==> src/rtl/feature_store_writer_pkg.sv <==
// Shared constants for the feature-map store writer: beat geometry, address
// width and the FSM state encodings used by feature_store_writer.
package feature_store_writer_pkg;

   localparam int STORE_LANES  = 4;   // lane words per memory beat
   localparam int STORE_ADDR_W = 16;  // memory beat-address width
   localparam int STORE_WORD_W = 16;  // bits per lane word

   localparam logic [1:0] SW_IDLE = 2'd0;
   localparam logic [1:0] SW_RUN  = 2'd1;
   localparam logic [1:0] SW_DONE = 2'd2;

endpackage

==> src/rtl/feature_store_writer_store_bundle_fifo.sv <==
// store_bundle_fifo: two-entry bundle FIFO between the output buffer store
// path and the beat serializer. The caller never pushes when count==2; push
// and pop in the same cycle at count 1 leaves the count at 1.
module store_bundle_fifo #(
   parameter int WIDTH = 1792
) (
   input  logic             clk,
   input  logic             rst,
   input  logic             push,
   input  logic [WIDTH-1:0] push_data,
   input  logic             pop,
   output logic [WIDTH-1:0] head,
   output logic [1:0]       count
);

   logic [WIDTH-1:0] slot [2];
   logic             wr_ptr;
   logic             rd_ptr;

   // Bundle storage; contents are only meaningful while count says so
   always_ff @(posedge clk) begin
      if (push) slot[wr_ptr] <= push_data;
   end

   // Pointers and occupancy
   always_ff @(posedge clk) begin
      if (rst) begin
         wr_ptr <= 1'b0;
         rd_ptr <= 1'b0;
         count  <= 2'd0;
      end else begin
         if (push) wr_ptr <= ~wr_ptr;
         if (pop)  rd_ptr <= ~rd_ptr;
         case ({push, pop})
            2'b10:   count <= count + 2'd1;
            2'b01:   count <= count - 2'd1;
            default: count <= count;
         endcase
      end
   end

   assign head = slot[rd_ptr];

endmodule

==> src/rtl/feature_store_writer.sv <==
// feature_store_writer: takes saturated 16-bit result bundles from the output
// buffer, queues them in a 2-entry FIFO and writes each one to feature-map
// BRAM as MAC_NUM/LANES beats at consecutive (wrapping) beat addresses.
// Optional build macro STORE_RELU_EN: negative lane words are zeroed at FIFO
// push; timing is the same either way.
module feature_store_writer
   import feature_store_writer_pkg::*;
#(
   parameter int MAC_NUM = 112,
   parameter int WORD_W  = STORE_WORD_W,
   parameter int LANES   = STORE_LANES,
   parameter int ADDR_W  = STORE_ADDR_W
) (
   input  logic                      clk,
   input  logic                      rst,
   input  logic                      start,
   input  logic [ADDR_W-1:0]         cfg_base_addr,
   input  logic [15:0]               cfg_bundle_cnt,
   input  logic                      store_valid,
   input  logic [MAC_NUM*WORD_W-1:0] store_data,
   output logic                      store_ready,
   output logic                      mem_valid,
   input  logic                      mem_ready,
   output logic [ADDR_W-1:0]         mem_addr,
   output logic [LANES*WORD_W-1:0]   mem_wdata,
   output logic                      busy,
   output logic                      done,
   output logic [1:0]                state_dbg
);

   localparam int BEATS    = MAC_NUM / LANES;
   localparam int BEAT_W   = LANES * WORD_W;
   localparam int BUNDLE_W = MAC_NUM * WORD_W;
   localparam int BIDX_W   = (BEATS > 1) ? $clog2(BEATS) : 1;
   localparam logic [BIDX_W-1:0] LAST_BEAT = BIDX_W'(BEATS - 1);

   if ((MAC_NUM % LANES) != 0) begin : g_bad_geometry
      $error("feature_store_writer: MAC_NUM must be a multiple of LANES");
   end

   logic [1:0]          state;
   logic [15:0]         bundle_cnt;   // bundles in the current job
   logic [15:0]         accepted;     // bundles taken from the producer
   logic [15:0]         written;      // bundles fully written to memory
   logic [BIDX_W-1:0]   beat_idx;     // beat of the head bundle on mem_*
   logic [BUNDLE_W-1:0] push_data;
   logic [BUNDLE_W-1:0] fifo_head;
   logic [1:0]          fifo_count;
   logic                push;
   logic                pop;
   logic                beat_xfer;
   logic                last_beat;

   // Handshakes: both ports are strict valid/ready. A transfer happens on a
   // rising edge where valid & ready are both high; valid is never withdrawn
   // and payload never changes while waiting. store_ready and mem_valid are
   // decoded from flops only, so neither depends on the opposite side's input.
   assign store_ready = (state == SW_RUN) && (fifo_count < 2'd2) && (accepted < bundle_cnt);
   assign mem_valid   = (state == SW_RUN) && (fifo_count != 2'd0);
   assign push        = store_valid && store_ready;
   assign beat_xfer   = mem_valid && mem_ready;
   assign last_beat   = (beat_idx == LAST_BEAT);
   assign pop         = beat_xfer && last_beat;

   assign mem_wdata = mem_valid ? fifo_head[beat_idx * BEAT_W +: BEAT_W] : '0;
   assign busy      = (state == SW_RUN) || (state == SW_DONE);
   assign done      = (state == SW_DONE);
   assign state_dbg = state;

`ifdef STORE_RELU_EN
   // Zero every negative lane word as the bundle enters the FIFO
   always_comb begin
      push_data = store_data;
      for (int j = 0; j < MAC_NUM; j++) begin
         if (store_data[j*WORD_W + WORD_W - 1]) push_data[j*WORD_W +: WORD_W] = '0;
      end
   end
`else
   assign push_data = store_data;
`endif

   store_bundle_fifo #(
      .WIDTH (BUNDLE_W)
   ) u_fifo (
      .clk       (clk),
      .rst       (rst),
      .push      (push),
      .push_data (push_data),
      .pop       (pop),
      .head      (fifo_head),
      .count     (fifo_count)
   );

   // Job FSM with address, beat and bundle counters
   always_ff @(posedge clk) begin
      if (rst) begin
         state      <= SW_IDLE;
         bundle_cnt <= '0;
         accepted   <= '0;
         written    <= '0;
         beat_idx   <= '0;
         mem_addr   <= '0;
      end else begin
         case (state)
            SW_IDLE: begin
               if (start) begin
                  bundle_cnt <= cfg_bundle_cnt;
                  mem_addr   <= cfg_base_addr;
                  accepted   <= '0;
                  written    <= '0;
                  beat_idx   <= '0;
                  state      <= (cfg_bundle_cnt == 16'd0) ? SW_DONE : SW_RUN;
               end
            end
            SW_RUN: begin
               if (push) accepted <= accepted + 16'd1;
               if (beat_xfer) begin
                  mem_addr <= mem_addr + ADDR_W'(1);
                  if (last_beat) begin
                     beat_idx <= '0;
                     written  <= written + 16'd1;
                     if ((written + 16'd1) == bundle_cnt) state <= SW_DONE;
                  end else begin
                     beat_idx <= beat_idx + BIDX_W'(1);
                  end
               end
            end
            SW_DONE: state <= SW_IDLE;
            default: state <= SW_IDLE;
         endcase
      end
   end

endmodule
==> config.mk <==
export PLATFORM = sky130hd
export DESIGN_NAME = feature_store_writer
export DESIGN_NICKNAME = d
export VERILOG_FILES = /design/src/rtl/feature_store_writer_pkg.sv /design/src/rtl/feature_store_writer_store_bundle_fifo.sv /design/src/rtl/feature_store_writer.sv
export SDC_FILE = /design/constraint.sdc
export NUM_CORES = 2
export LEC_CHECK = 0
export CAP_MARGIN = 20
export CORE_AREA = 2 2 739 741
export CTS_CLUSTER_DIAMETER = 50
export DETAILED_ROUTE_END_ITERATION = 12
export DIE_AREA = 0 0 741 743
export GPL_ROUTABILITY_DRIVEN = 0
export MAX_ROUTING_LAYER = met4
export SYNTH_ARGS = -nofsm -noshare
export SYNTH_HDL_FRONTEND = slang
export SYNTH_SLANG_ARGS = --single-unit
==> constraint.sdc <==
create_clock -name clk -period 255.9 [get_ports clk]
set_input_delay 51.18 -clock clk [delete_from_list [all_inputs] [get_ports clk]]
set_output_delay 51.18 -clock clk [all_outputs]
set_load 0.1 [all_outputs]
Yosys cells after proc, flatten, opt, wreduce, memory -nomap -nowiden
Memory sizes are Yosys's and may differ from the RTL's. A register that Yosys moved wholly into a read port is not among the register bits.
Index checks and enable logic that the tools add are counted.
Word-level totals
  bits of input ports: 1829
  memories: 1
  register bits: 75
  word-level logic and storage cells: 74
  RAM bits: 3584
  output and inout bits: 86
Memories
  u_fifo.slot: depth 2, bits a word 1792, rd ports 1, clocked after memory_dff 1, wr ports 1, line feature_store_writer_store_bundle_fifo.sv:16  | logic [WIDTH-1:0] slot [2];
Cells by class
  add/sub/neg operators: 6
  shift operators: 1
  mux-type cells: 25
  bitwise operators: 2
  order comparisons: 2
  eq/ne operators: 11
  reduce and logical (&&, ||, !) cells: 17
Operator list (count)
  $shiftx A1792 B12 Y64: 1
  $mux W16: 6
  $pmux W16 S2: 3
  $mux W64: 1
  $add A16 B1 Y16 const B: 3
  $eq A16 B16 Y1: 1
  $logic_not A16 Y1: 1
  $lt A16 B16 Y1: 1
  $mux W5: 3
  $mux W2: 5
  $pmux W5 S2: 1
  $pmux W2 S2: 2
  $reduce_and A4 Y1: 2
  $logic_and A1 B1 Y1: 6
  $ne A2 B2 Y1 const B: 3
  $reduce_and A3 Y1: 2
  $reduce_bool A2 Y1: 3
  $add A5 B1 Y5 const B: 1
  $eq A5 B5 Y1 const B: 1
  $eq A2 B1 Y1 const B: 2
  $eq A2 B2 Y1 const B: 2
  $mux W1: 4
  $ne A2 B1 Y1 const B: 2
  $add A2 B1 Y2 const B: 1
  6 further kinds: 7

Longest topological paths before layout
  depth after elaboration: 6
  mapped depth: 14
  mapped depth without buffers: 12

Hierarchy
From an unflattened synthesis, not the netlist that was laid out.
Unflattened totals
  cell total of the unflattened synthesis: 7187
  area, all modules: 148462.4 sq um
By module, submodules not included
  store_bundle_fifo: times used 1, cells an instance 5595, area each 129604.3 sq um, sequential area each 107723.3 sq um
  feature_store_writer: times used 1, cells an instance 1592, area each 18858.1 sq um, sequential area each 1421.4 sq um

Least setup slack after synthesis
OpenSTA, ideal clock, no wires.
  path type: input port to flip-flop
  start point: input store_valid
  end point: memory u_fifo.slot[0][0], enable pin
  library setup time: 4.067 ns
  data required time: 251.833 ns
  path buffers: 1
  cell stages on the path: 6
  path slack: 125.125 ns
  arrival: 126.707 ns
  cell sequence: nand2_1 a21oi_2 and2_1 buf_4 inv_2 nor2_1
Between the ends
  cells in the longest elaborated chain, start to end: 3
Ends and longest elaborated chain
  from (decl): line feature_store_writer.sv:19  | input logic store_valid,
  $logic_and A1 B1 Y1: line feature_store_writer.sv:60  | assign push = store_valid && store_ready;
  $mux W1: line feature_store_writer_store_bundle_fifo.sv:22  | if (push) slot[wr_ptr] <= push_data;
  $mux W1 (implied by the code): line feature_store_writer_store_bundle_fifo.sv:22
  to (decl): line feature_store_writer_store_bundle_fifo.sv:16
No other way between the ends.

==> impl_metrics.tcl <==
set metrics [dict create \
    status "finished, final reports clean" \
    dp_hpwl_um 366000 \
    synth_mux_area_share_pct 17.7 \
    port_buffers 1914 \
    die_area_sq_um 551000 \
    netlist_area_sq_um 141000 \
    hold_buffers 0 \
    max_stage_delay_ns 1.32 \
    period_share_pct 23.3 \
    routed_wl_um 488000 \
    cts_resized 0 \
    worstPathArrival_ns 8.46 \
    synth-seq-cells 3660 \
    tightest_slew_ns 1.21 \
    p_total_mw 1.59 \
    cts_inserted_buffers 407 \
    path_max_fanout 81 \
    clock_latency_ns 1.00 \
    maxClockFrequency_mhz 16.8 \
    leakage_nw 55.1 \
    path_cells "buf_4 > buf_4 > buf_4 > buf_12 > mux4_2 > mux2i_1 > o21ai_0 > o221ai_1 > a21oi_1 > clkdlybuf4s50_1" \
    min_path_type "flop to flop" \
    seq_area_frac_synth_pct 77.4 \
    cts_tree "yes" \
    track_usage_pct 17.5 \
    synth_simple_gate_area_share_pct 1.48 \
    num-nets-final 10200 \
    start_kind "flop" \
    dr.pass1.iters 5 \
    yosysUniqueCellTypes 66 \
    clk_pin_slew_ns 0.06 \
    rsz0062_at_grt "no" \
    cts_buffer_depth 4 \
    synth_top_family_by_area "multiplexers" \
    setup_viol 0 \
    async_reset_ff_share_pct 0 \
    via_count 76600 \
    synth_fa_ha_area_share_pct 0.204 \
    synthCells 6180 \
    die_h_um 743 \
    syn2layout_area_growth_pct 30.1 \
    synth-xor-area-share_pct 0.192 \
    initial_core_util_pct 26.0 \
    numClockSinks 3660 \
    skew_ns 0.0625 \
    layout-drive-gt1-share_pct 21.0 \
    critPathCaptureType "output pin" \
    rows 271 \
    finalHoldViolations 0 \
    ir_drop_v 0.00000821 \
    power_density_nw_per_um2 8.65 \
    cts_root_buf "clkbuf_16" \
    viasPerCell 4.72 \
    io_pins 1915 \
    die_x_um 741 \
    grt.overflow.total 0 \
    required_ns 204.72 \
    slowest_stage "clkdlybuf4s50_1" \
    synth_edf_count 3584 \
    post-route-drc-count 0 \
    drt_iter0_markers 9362 \
    core_area_sq_um 543000 \
    synth_nets 8032 \
    ant_nets 0 \
    synth.avg_cell_area_sq_um 22.8 \
    ys.flop_type "edfxtp_1" \
    synth-compound-area-share_pct 1.81 \
    cpMostUsedCell "buf_4" \
    htree_levels 5 \
    drv_cap 0 \
    drv_slew 0 \
    antenna_found_initial 365 \
    critical_path_class "flop to output pin" \
    period_minus_slack_ns 59.64 \
    grt_pass1_wl_um 651000 \
    grt_pass1_vias 78100 \
    setup_tns_ns 0 \
    grt_max_degree 147 \
    postCtsSetupBuffers 0 \
    yosys_warnings 0 \
    relSlewSlack_pct 19.0 \
    routedWlPerCell_um 30.1 \
    final_cell_mix "edfxtp_1, clkdlybuf4s50_1, mux4_2" \
    final_common_cell "edfxtp_1" \
]
-- through the flow --
step,area (sq um),hold WS (ns),util [%],cells,worst slack [ns]
final,184000,0.488,33.8,16200,196.26
after global routing,183000,0.510,33.8,16100,195.81
after floorplan,141000,0.446,-,6180,125.13
after global placement,169000,0.466,31.1,15100,197.09
after CTS,183000,0.489,33.6,15900,196.06
after detailed placement,169000,0.482,31.1,15100,196.85
-- worst max-delay path, delay by kind of cell, from the launching register on --
family,cells,cell delay [ns]
AO/OA/AOI/OAI,3,1.78
buffers and inverters,5,3.87
flip-flops,1,0.88
multiplexers,2,0.53
-- final timing paths --
check	startpoint	end	slack [ns]	cells after the start
setup / recovery	flop	mem_wdata[38]	196.26	10
hold / removal	mem_addr[15]	mem_addr[15]	0.49	2
setup reg to reg	state_dbg[0]	u_fifo.slot[1][35]	246.98	14
hold reg to reg	mem_addr[15]	mem_addr[15]	0.49	2
-- kinds of logic after synthesis --
kind of cell / after synthesis
compound gates: 417
xor+xnor: 31
fa+ha+maj: 23
buf+inv: 361
flops: 3660
mux: 1217
simple gates: 471
-- cell usage after synthesis (7+ instances only) --
| cell type | n | area share (%) |
|---|---|---|
| mux2i_1 | 193 | 1.4 |
| o31ai_1 | 7 | 0.037 |
| nand2_1 | 167 | 0.44 |
| inv_1 | 22 | 0.059 |
| edfxtp_1 | 3584 | 76 |
| a21o_1 | 9 | 0.048 |
| buf_6 | 18 | 0.14 |
| nor2_1 | 175 | 0.47 |
| nand4_1 | 14 | 0.062 |
| nor4_1 | 7 | 0.031 |
| nand2b_1 | 12 | 0.053 |
| ha_1 | 23 | 0.20 |
| clkbuf_1 | 159 | 0.42 |
| o21ai_0 | 178 | 0.63 |
| buf_1 | 35 | 0.093 |
| buf_4 | 35 | 0.19 |
| o221ai_1 | 64 | 0.40 |
| nand3_1 | 22 | 0.078 |
| a21oi_1 | 110 | 0.39 |
| nor2b_1 | 16 | 0.071 |
| mux4_2 | 1024 | 16 |
| and3_1 | 11 | 0.049 |
| xnor2_1 | 24 | 0.15 |
| buf_2 | 88 | 0.31 |
| a22oi_1 | 8 | 0.043 |
| dfxtp_1 | 76 | 1.1 |
| nor3_1 | 20 | 0.071 |
| or3_1 | 7 | 0.031 |
| xor2_1 | 7 | 0.043 |
-- final cells by class --
type,instances,area (sq um)
clock inverter,274,3170
inverter,24,90.1
tap,7234,9050
sequential,3660,109000
antenna,334,836
multi-input combinational,2159,30200
timing repair buffer,2067,20500
clock buffer,471,10400
fill,50600,359000
-- per-layer routing --
| metal | routed length [um] | vias up | global-route usage [%] |
|---|---|---|---|
| li1 | - | 31100 | - |
| met1 | 191000 | 40700 | 21.7 |
| met2 | 233000 | 3984 | 27.6 |
| met3 | 48700 | 815 | 5.13 |
| met4 | 15900 | 0 | 5.56 |
| met5 | 0 | - | - |
-- state kept, by name (all words and copies together) (netlist names), named ones only --
| signal | count |
|---|---|
| u_fifo.count | 2 |
| mem_addr | 16 |
| u_fifo.wr_ptr | 1 |
| written | 16 |
| u_fifo.slot | 3584 |
| u_fifo.rd_ptr | 1 |
| accepted | 16 |
| state_dbg | 2 |
| beat_idx | 5 |
| bundle_cnt | 16 |
-- power by group --
| group | leakage, nW | switching [mW] | internal (mW) |
|---|---|---|---|
| combinational | 15.4 | 0.152 | 0.112 |
| clock | 6.61 | 0.247 | 0.343 |
| sequential | 33.1 | 0.0142 | 0.720 |
(Power assumes the default switching activity.)
